<file path="src/rtl/dmem_pkg.sv">
// Shared definitions for the data-memory responder: FSM state type,
// default geometry and the width of the incoming request address.
// Optional feature macro: DMEM_PARITY_EN (per-word even parity).
package dmem_pkg;

    // Width of the request address bus, independent of the decoded array size
    localparam int REQ_ADDR_W      = 16;

    // Default geometry of the backing array
    localparam int DMEM_ADDR_W_DEF = 8;
    localparam int DMEM_DATA_W_DEF = 16;

    // Wait-state counter width; covers WAIT_CYC up to 15
    localparam int CNT_W           = 4;

    typedef enum logic [1:0] {
        IDLE = 2'd0,
        WAIT = 2'd1,
        RESP = 2'd2
    } dmem_state_e;

endpackage

</file>
<file path="src/rtl/dmem_array.sv">
// Single-port synchronous RAM behind the responder. One access per enable:
// a store writes the word, a load registers the word into rdata_o, which
// then holds until the next load.
// With DMEM_PARITY_EN each word carries an extra even-parity bit that is
// checked on loads and reported through par_err_o.
module dmem_array
    import dmem_pkg::*;
#(
    parameter int ADDR_W = DMEM_ADDR_W_DEF,
    parameter int DATA_W = DMEM_DATA_W_DEF
) (
    input  logic              clk,
    input  logic              en_i,
    input  logic              we_i,
    input  logic [ADDR_W-1:0] addr_i,
    input  logic [DATA_W-1:0] wdata_i,
    output logic [DATA_W-1:0] rdata_o,
    output logic              par_err_o
);

    localparam int DEPTH = 1 << ADDR_W;
`ifdef DMEM_PARITY_EN
    localparam int MEM_W = DATA_W + 1;
`else
    localparam int MEM_W = DATA_W;
`endif

    logic [MEM_W-1:0]  mem_q [DEPTH];
    logic [MEM_W-1:0]  wword;
    logic [DATA_W-1:0] rdata_q;

`ifdef DMEM_PARITY_EN
    logic par_err_q;
    // Parity bit in the MSB makes the XOR of the whole stored word zero
    assign wword = {^wdata_i, wdata_i};
`else
    assign wword = wdata_i;
`endif

    // Store writes the word; load registers the addressed word (no reset: RAM)
    always_ff @(posedge clk) begin
        if (en_i) begin
            if (we_i) begin
                mem_q[addr_i] <= wword;
            end else begin
                rdata_q <= mem_q[addr_i][DATA_W-1:0];
            end
        end
    end

`ifdef DMEM_PARITY_EN
    // Parity check registered alongside the load data; stores clear it
    always_ff @(posedge clk) begin
        if (en_i) begin
            par_err_q <= we_i ? 1'b0 : (^mem_q[addr_i]);
        end
    end
    assign par_err_o = par_err_q;
`else
    assign par_err_o = 1'b0;
`endif

    assign rdata_o = rdata_q;

endmodule

</file>
<file path="src/rtl/data_mem_responder.sv">
// Data-memory responder for the Memory Access stage. Accepts one request at
// a time in IDLE, waits WAIT_CYC wait states, performs the array access on
// the transition into RESP and holds the response until it is consumed.
// Addresses with bits set above ADDR_W are rejected with resp_err and never
// touch the array. Optional feature macro: DMEM_PARITY_EN (parity errors
// also raise resp_err on loads).
// resetn is active-high and synchronous; outputs are forced to 0 while it
// is asserted.
module data_mem_responder
    import dmem_pkg::*;
#(
    parameter int ADDR_W   = DMEM_ADDR_W_DEF,
    parameter int DATA_W   = DMEM_DATA_W_DEF,
    parameter int WAIT_CYC = 2
) (
    input  logic                  clk,
    input  logic                  resetn,
    input  logic                  req_valid,
    output logic                  req_ready,
    input  logic                  req_we,
    input  logic [REQ_ADDR_W-1:0] req_addr,
    input  logic [DATA_W-1:0]     req_wdata,
    output logic                  resp_valid,
    input  logic                  resp_ready,
    output logic [DATA_W-1:0]     resp_rdata,
    output logic                  resp_err
);

    // Counter preload; with no wait states IDLE jumps straight to RESP
    localparam logic [CNT_W-1:0] CNT_INIT =
        CNT_W'((WAIT_CYC == 0) ? 0 : (WAIT_CYC - 1));

    dmem_state_e           state_q, state_d;
    logic [CNT_W-1:0]      cnt_q, cnt_d;
    logic                  we_q;
    logic [REQ_ADDR_W-1:0] addr_q;
    logic [DATA_W-1:0]     wdata_q;

    logic                  accept;
    logic                  into_resp;
    logic                  cur_we;
    logic [REQ_ADDR_W-1:0] cur_addr;
    logic [DATA_W-1:0]     cur_wdata;
    logic                  cur_oor;
    logic                  oor_q;
    logic                  arr_en;
    logic [DATA_W-1:0]     arr_rdata;
    logic                  arr_par_err;

    assign accept = req_valid && req_ready;

    // In IDLE the access may happen on the accepting edge itself (no wait
    // states), so the array sees the live request there and the captured
    // one everywhere else.
    assign cur_we    = (state_q == IDLE) ? req_we    : we_q;
    assign cur_addr  = (state_q == IDLE) ? req_addr  : addr_q;
    assign cur_wdata = (state_q == IDLE) ? req_wdata : wdata_q;
    assign cur_oor   = (cur_addr >> ADDR_W) != '0;
    assign oor_q     = (addr_q >> ADDR_W) != '0;

    // A reset edge must never commit a store, even when it lands on the
    // cycle that would have entered RESP.
    assign arr_en = into_resp && !cur_oor && !resetn;

    // State and wait counter
    always_ff @(posedge clk) begin
        if (resetn) begin
            state_q <= IDLE;
            cnt_q   <= '0;
        end else begin
            state_q <= state_d;
            cnt_q   <= cnt_d;
        end
    end

    // Request capture on acceptance; held stable through WAIT and RESP
    always_ff @(posedge clk) begin
        if (resetn) begin
            we_q    <= 1'b0;
            addr_q  <= '0;
            wdata_q <= '0;
        end else if (accept) begin
            we_q    <= req_we;
            addr_q  <= req_addr;
            wdata_q <= req_wdata;
        end
    end

    // Next-state, counter and array-access strobe
    always_comb begin
        state_d   = state_q;
        cnt_d     = cnt_q;
        into_resp = 1'b0;
        unique case (state_q)
            IDLE: begin
                if (accept) begin
                    if (WAIT_CYC == 0) begin
                        state_d   = RESP;
                        into_resp = 1'b1;
                    end else begin
                        state_d = WAIT;
                        cnt_d   = CNT_INIT;
                    end
                end
            end
            WAIT: begin
                if (cnt_q == '0) begin
                    state_d   = RESP;
                    into_resp = 1'b1;
                end else begin
                    cnt_d = cnt_q - 1'b1;
                end
            end
            RESP: begin
                if (resp_ready) begin
                    state_d = IDLE;
                end
            end
            default: begin
                state_d = IDLE;
            end
        endcase
    end

    dmem_array #(
        .ADDR_W (ADDR_W),
        .DATA_W (DATA_W)
    ) u_array (
        .clk       (clk),
        .en_i      (arr_en),
        .we_i      (cur_we),
        .addr_i    (cur_addr[ADDR_W-1:0]),
        .wdata_i   (cur_wdata),
        .rdata_o   (arr_rdata),
        .par_err_o (arr_par_err)
    );

    // Response outputs are decoded from held state, so they stay stable
    // for as long as RESP is held by backpressure.
    assign req_ready  = (state_q == IDLE) && !resetn;
    assign resp_valid = (state_q == RESP) && !resetn;
    assign resp_err   = resp_valid && (oor_q || (!we_q && arr_par_err));
    assign resp_rdata = (resp_valid && !we_q && !oor_q) ? arr_rdata : '0;

endmodule
</file>
<file path="config.mk">
export PLATFORM = sky130hd
export DESIGN_NAME = data_mem_responder
export DESIGN_NICKNAME = d
export VERILOG_FILES = /design/src/rtl/dmem_pkg.sv /design/src/rtl/dmem_array.sv /design/src/rtl/data_mem_responder.sv
export SDC_FILE = /design/constraint.sdc
export NUM_CORES = 2
export LEC_CHECK = 0
export CORE_MARGIN = 2
export CORE_UTILIZATION = 50
export CTS_BUF_LIST = sky130_fd_sc_hd__clkbuf_4 sky130_fd_sc_hd__clkbuf_8
export CTS_CLUSTER_DIAMETER = 30
export DETAILED_ROUTE_END_ITERATION = 6
export PLACE_DENSITY = 0.65
export SLEW_MARGIN = 20
export SYNTH_ARGS = -nofsm -noshare
export SYNTH_HDL_FRONTEND = slang
export SYNTH_SLANG_ARGS = --single-unit
</file>
<file path="constraint.sdc">
create_clock -name clk -period 6.6 [get_ports clk]
set_input_delay 1.98 -clock clk [delete_from_list [all_inputs] [get_ports clk]]
set_output_delay 1.98 -clock clk [all_outputs]
set_load 0.02 [all_outputs]
</file>
# Word-level counts from Yosys, hierarchy flattened
# Memory sizes are Yosys's and may differ from the RTL's. A register that Yosys moved wholly into a read port is not among the register bits.
# Cells that the tools add are included.
word_totals:
  regBits: 39
  ram_bits: 4096
  in_bits: 37
  output_inout_bits: 19
  wordCells: 50
  memories: 1
mem_list:
  columns: ["name", "words", "word_bits", "read_ports", "rd_clocked_by_memory_dff", "write_ports", "line", "source"]
  rows:
  - ["u_array.mem_q", 256, 16, 1, 1, 1, "dmem_array.sv:28", "logic [MEM_W-1:0] mem_q [DEPTH];"]
classes:
  addsub: 1
  n_eq_ne: 6
  muxes: 16
  n_bitwise: 1
  n_reduce_logical: 20
op_table:
  columns: ["cell", "n"]
  rows:
  - ["$mux 16", 3]
  - ["$reduce_bool 16->1", 2]
  - ["$logic_and 1x1->1", 8]
  - ["$mux 4", 2]
  - ["$ne 2x2->1 const B", 4]
  - ["$pmux 4 s2", 1]
  - ["$mux 1", 6]
  - ["$mux 2", 3]
  - ["$pmux 2 s3", 1]
  - ["$reduce_and 3->1", 2]
  - ["$logic_not 1->1", 4]
  - ["$logic_not 4->1", 1]
  - ["$sub 4x1->4 const B", 1]
  - ["$eq 2x1->1 const B", 1]
  - ["$eq 2x2->1 const B", 1]
  - ["$logic_not 2->1", 1]
  - ["$reduce_and 2->1", 1]
  - ["$reduce_bool 2->1", 1]
  - ["$not 1->1", 1]

# Depth between registers and ports, before layout
logic_depth:
  word_depth: 8
  ltp_mapped: 11
  depth_no_buf: 8

# Modules after synthesis
# Synthesis repeated with hierarchy kept, for this count alone.
hier_totals:
  cells_unflattened: 6943
  area_unflattened_um2: 157322.1
by_module_without_submodules:
  columns: ["module", "n_inst", "cells_per_inst", "area_each_um2", "seq_area_each_um2"]
  rows:
  - ["dmem_array", 1, 6707, 155247.6, 123478.4]
  - ["data_mem_responder", 1, 236, 2074.5, 780.7]

# Worst setup path after synthesis
# OpenSTA, ideal clock, no wires.
synth_timing:
  path_type: "input-to-reg"
  start: "in req_wdata[0]"
  end: "mem u_array.mem_q[0][0] (netlist name) (data pin)"
  setup_ps: 823
  arrival_ps: 5077
  t_required_ps: 5777
  slack_ps: 701
  path_stages: 2
  n_path_buf: 0
  path_cell_list: "nand2_1 > nand2_1"
synth_between:
  elab_chain_len: 1
synth_lines:
  columns: ["item", "line", "source"]
  rows:
  - ["from (decl)", "data_mem_responder.sv:22", "input logic [DATA_W-1:0] req_wdata,"]
  - ["$mux 16", "data_mem_responder.sv:57", "assign cur_wdata = (state_q == IDLE) ? req_wdata : wdata_q;"]
  - ["net cur_wdata[0]", "data_mem_responder.sv:43", "logic [DATA_W-1:0] cur_wdata;"]
  - ["to (decl)", "dmem_array.sv:28", null]
# The timed path passes the listed nets, and every way through them passes these cells.

# Worst setup path after layout
layout_timing:
  start: "in req_addr[1]"
  end: "reg u_array.rdata_q[2], in the netlist u_array.rdata_o[2], read port of u_array.mem_q (data pin)"
layout_between:
  elab_chain_len: 1
layout_lines:
  columns: ["item", "line", "source"]
  rows:
  - ["from (decl)", "data_mem_responder.sv:21", "input logic [REQ_ADDR_W-1:0] req_addr,"]
  - ["$mux 16", "data_mem_responder.sv:56", "assign cur_addr = (state_q == IDLE) ? req_addr : addr_q;"]
  - ["to (decl)", "dmem_array.sv:30", "logic [DATA_W-1:0] rdata_q;"]
# No other way between the ends.
# A chain may end at the register's enable or synchronous reset.

==> impl_metrics.env <==
export IMPL_syn_instance_count=8769
export IMPL_reg2reg_depth=12
export IMPL_power_density_nw_per_um2=330
export IMPL_yosysUniqueCellTypes=41
export IMPL_finClkSkew_ps=102
export IMPL_drive_above_1_share_pct=19.6
export IMPL_synth_net_count=8807
export IMPL_cts_hold_buf=0
export IMPL_unrepaired_setup_endpoints_after_global_routing="no"
export IMPL_viasPerCell=6.47
export IMPL_fp_row_count=203
export IMPL_routed_wl_met2_um=210000
export IMPL_sequentialPowerShare_pct=49.9
export IMPL_timing_worst_setup_path_type="input pin to register"
export IMPL_setup_viol=0
export IMPL_clock_sink_count=4151
export IMPL_postSynth_asyncResetShare_pct=0
export IMPL_start_util_pct=50.1
export IMPL_run_status="finished, final reports clean"
export IMPL_route_detailed_drc=0
export IMPL_synth_sequential_area_ratio_pct=81.3
export IMPL_dieHeight_um=557
export IMPL_postSynthRegisterBits=4151
export IMPL_core_region_area_um2=305000
export IMPL_timing_critical_path_depth=13
export IMPL_timing_critical_path_slowest_stage_cell="o41ai_1"
export IMPL_yosysMostFrequentCell="edfxtp_1"
export IMPL_critPathMaxStageDelay_ps=950
export IMPL_crit_path_frequent_cell="buf_12"
export IMPL_critPathCaptureType="register"
export IMPL_final_min_period_over_clock_period_pct=91.5
export IMPL_fmax_mhz=166
export IMPL_number_of_buffers_on_the_longest_clock_path=4
export IMPL_overall_track_demand_over_capacity_in_global_routing_pct=28.4
export IMPL_min_path_type="register to register"
export IMPL_cts_tree="built"
export IMPL_required_ps=7530
export IMPL_fin_cells=14300
export IMPL_postCtsSetupBuffers=0
export IMPL_netlist_top_cells_count="edfxtp_1 (4112), a22oi_1 (2042), a21oi_1 (1026)"
export IMPL_maximum_number_of_pins_on_one_net_before_global_route_repair=161
export IMPL_finalWorstPathRequiredPeriod_ps=6040
export IMPL_grt_remaining_overflow=0
export IMPL_wl_met1_um=169000
export IMPL_portBuffers=55
export IMPL_worst_path_dominant_cell_family="compound AO/OA/AOI/OAI gates"
export IMPL_worstHoldPathCells=2
export IMPL_finish_utilization_pct=58.6
export IMPL_cts_max_level=6
export IMPL_dominantRegCellSynth="edfxtp_1"
export IMPL_clkTransAtPathRegs_ps=60
export IMPL_detailedRoute_firstPassIterationCount=6
export IMPL_timing_worst_slew_pin_value_ps=1250
export IMPL_drt_iter0_drc=14600
export IMPL_irDropWorstVdd_uv=216
export IMPL_antenna_violating_nets_post_route=0
export IMPL_multi_input_comb_area_um2=26300
export IMPL_maxcap_viol_count=0
export IMPL_swShare_pct=24.1
export IMPL_syn_avg_cell_area_um2=17.4
export IMPL_synth_warning_count=0
export IMPL_power_uw=59100
export IMPL_post_synth_edffs=4112
export IMPL_hold_worst_slack_ps=476
export IMPL_power_switching_uw=14200
export IMPL_clkLatencyLatePin_ps=1240
export IMPL_netlist_area_leader_share_pct=80.8
export IMPL_vias=92600
export IMPL_crit_chain="clkdlybuf4s50_1 -> or4_1 -> o31ai_4 -> buf_12 -> buf_12 -> buf_12 -> buf_4 -> buf_4 -> a22oi_1 -> a21oi_1 -> o41ai_1 -> a41oi_1 -> or4_1"
export IMPL_grt_first_pass_wirelength_um=639000
export IMPL_leakage_uw=0.0556
export IMPL_n_fill_cell=22400
export IMPL_top_area_cells_in_the_synthesized_netlist="edfxtp_1 (81%), a22oi_1 (10%), a21oi_1 (3.4%)"
export IMPL_synth_area_um2=153000
export IMPL_placed_cells_incl_taps=13000
export IMPL_place_congestion=0.897
export IMPL_path_max_fanout=54
export IMPL_post_synth_top_area_cell="edfxtp_1"
export IMPL_internal_power_uw=44800
export IMPL_top_routing_layer_in_use="met5"
export IMPL_seqCellArea_um2=124000
export IMPL_postCtsResizedCells=0
export IMPL_io_pins=56
export IMPL_grt_antenna_before_repair=27
export IMPL_detailedPlacementHpwl_um=261000
export IMPL_area_delta_synth_final_pct=17.0
export IMPL_worst_setup_path_start_kind="input pin"
export IMPL_arrival_ps=6970
export IMPL_clockPowerShare_pct=42.4
export IMPL_drt_wl_total_um=452000
export IMPL_detail_route_wl_per_cell_um=31.6
export IMPL_number_of_nets_in_the_layout=9663
export IMPL_timing_hold_violations_final=0
export IMPL_setup_tns_ps=0
export IMPL_die_area_um2=310000
export IMPL_drv_slew=0
export IMPL_comb_power_share_pct=7.7
export IMPL_met3RoutedLength_um=50900
export IMPL_first_global_vias=89800
export IMPL_timing_slew_headroom_pct=15.3
export IMPL_numCtsBuffers=718
export IMPL_cts_root_buffer="clkbuf_8"
export IMPL_crit_buf_inv=6
export IMPL_fp_dieW_um=557
through the flow:
stage / setup slack, ps / area (um^2)
floorplan: 701 / 153000
global placement: -550 / 163000
detailed placement: -415 / 163000
CTS: 859 / 179000
global route: 643 / 179000
finish: 561 / 179000
final cells by class:
type	count	share of cell area, %
Antenna cell	29	0.0406
Tap cell	4100	2.87
Inverter	7	0.0147
Multi-Input combinational cell	3949	14.7
Timing Repair Buffer	798	4.17
Clock inverter	415	2.51
Sequential cell	4151	69.5
Clock buffer	871	6.18
per-layer routing:
metal	vias up	track usage, %
met1	47000	38.5
met3	932	6.50
met4	14	13.7
met5	-	0
met2	6141	43.8
li1	38500	-
worst reg2reg max path, stage by stage (launching register included):
cell     delay, ps
dfxtp_1        440
nor2_4         820
o31ai_4        370
buf_12         280
buf_12         220
buf_12         260
buf_4          270
buf_4          250
a22oi_1        200
a21oi_1         90
o41ai_1        950
a41oi_1        690
or4_1          640
power groups by stage:
| stage | Combinational (uW) | Clock, uW | Sequential [uW] |
|---|---|---|---|
| CTS | 4470 | 25300 | 29500 |
| global route | 4760 | 26400 | 29500 |
| finish | 4560 | 25100 | 29500 |
| detailed placement | 4460 | 0 | 30000 |
| floorplan | 2280 | 0 | 30300 |
| global placement | 4370 | 0 | 30000 |
flip-flops by register name, indices dropped and copies added (netlist names):
signal	count
addr_q	16
cnt_q	4
state_q	2
u_array.mem_q	4096
u_array.rdata_o	16
wdata_q	16
we_q	1
cell families after synthesis:
| logic type | synth area share (%) |
|---|---|
| xor+xnor | 0.0115 |
| flops | 81.3 |
| compound gates | 15.5 |
| fa+ha+maj | 0.00818 |
| simple gates | 1.42 |
| buf+inv | 1.75 |
cell usage in the layout (no fill, tap or decap), types with 7 or more instances in the layout:
| cell type | n |
|---|---|
| bufinv_16 | 74 |
| a41oi_1 | 62 |
| clkinv_8 | 13 |
| inv_6 | 15 |
| buf_12 | 106 |
| nor2_1 | 269 |
| diode_2 | 29 |
| or3_2 | 8 |
| clkinv_2 | 109 |
| inv_12 | 11 |
| o41ai_1 | 238 |
| a22oi_1 | 2042 |
| edfxtp_1 | 4112 |
| nand3_1 | 8 |
| clkinv_4 | 18 |
| dfxtp_1 | 39 |
| and2_1 | 17 |
| clkbuf_4 | 150 |
| clkinvlp_4 | 35 |
| clkdlybuf4s50_1 | 39 |
| inv_16 | 7 |
| nand2b_1 | 43 |
| a21oi_1 | 1026 |
| o21ai_0 | 35 |
| clkbuf_8 | 721 |
| nand2_4 | 17 |
| inv_8 | 8 |
| nand2_2 | 8 |
| nand2_1 | 83 |
| clkinv_1 | 122 |
| inv_1 | 7 |
| o41ai_2 | 18 |
| or4_1 | 17 |
| buf_4 | 650 |
path summary, 6_finish.rpt:
path	from	to	slack [ps]
worst min register to register	addr_q[12]	addr_q[12]	480
worst max-delay path	req_addr[1]	u_array.rdata_o[2]	560
worst max register to register	state_q[1]	u_array.rdata_o[2]	850
worst min-delay path	addr_q[12]	addr_q[12]	480
No activity file was read; power rests on OpenSTA's default activity.
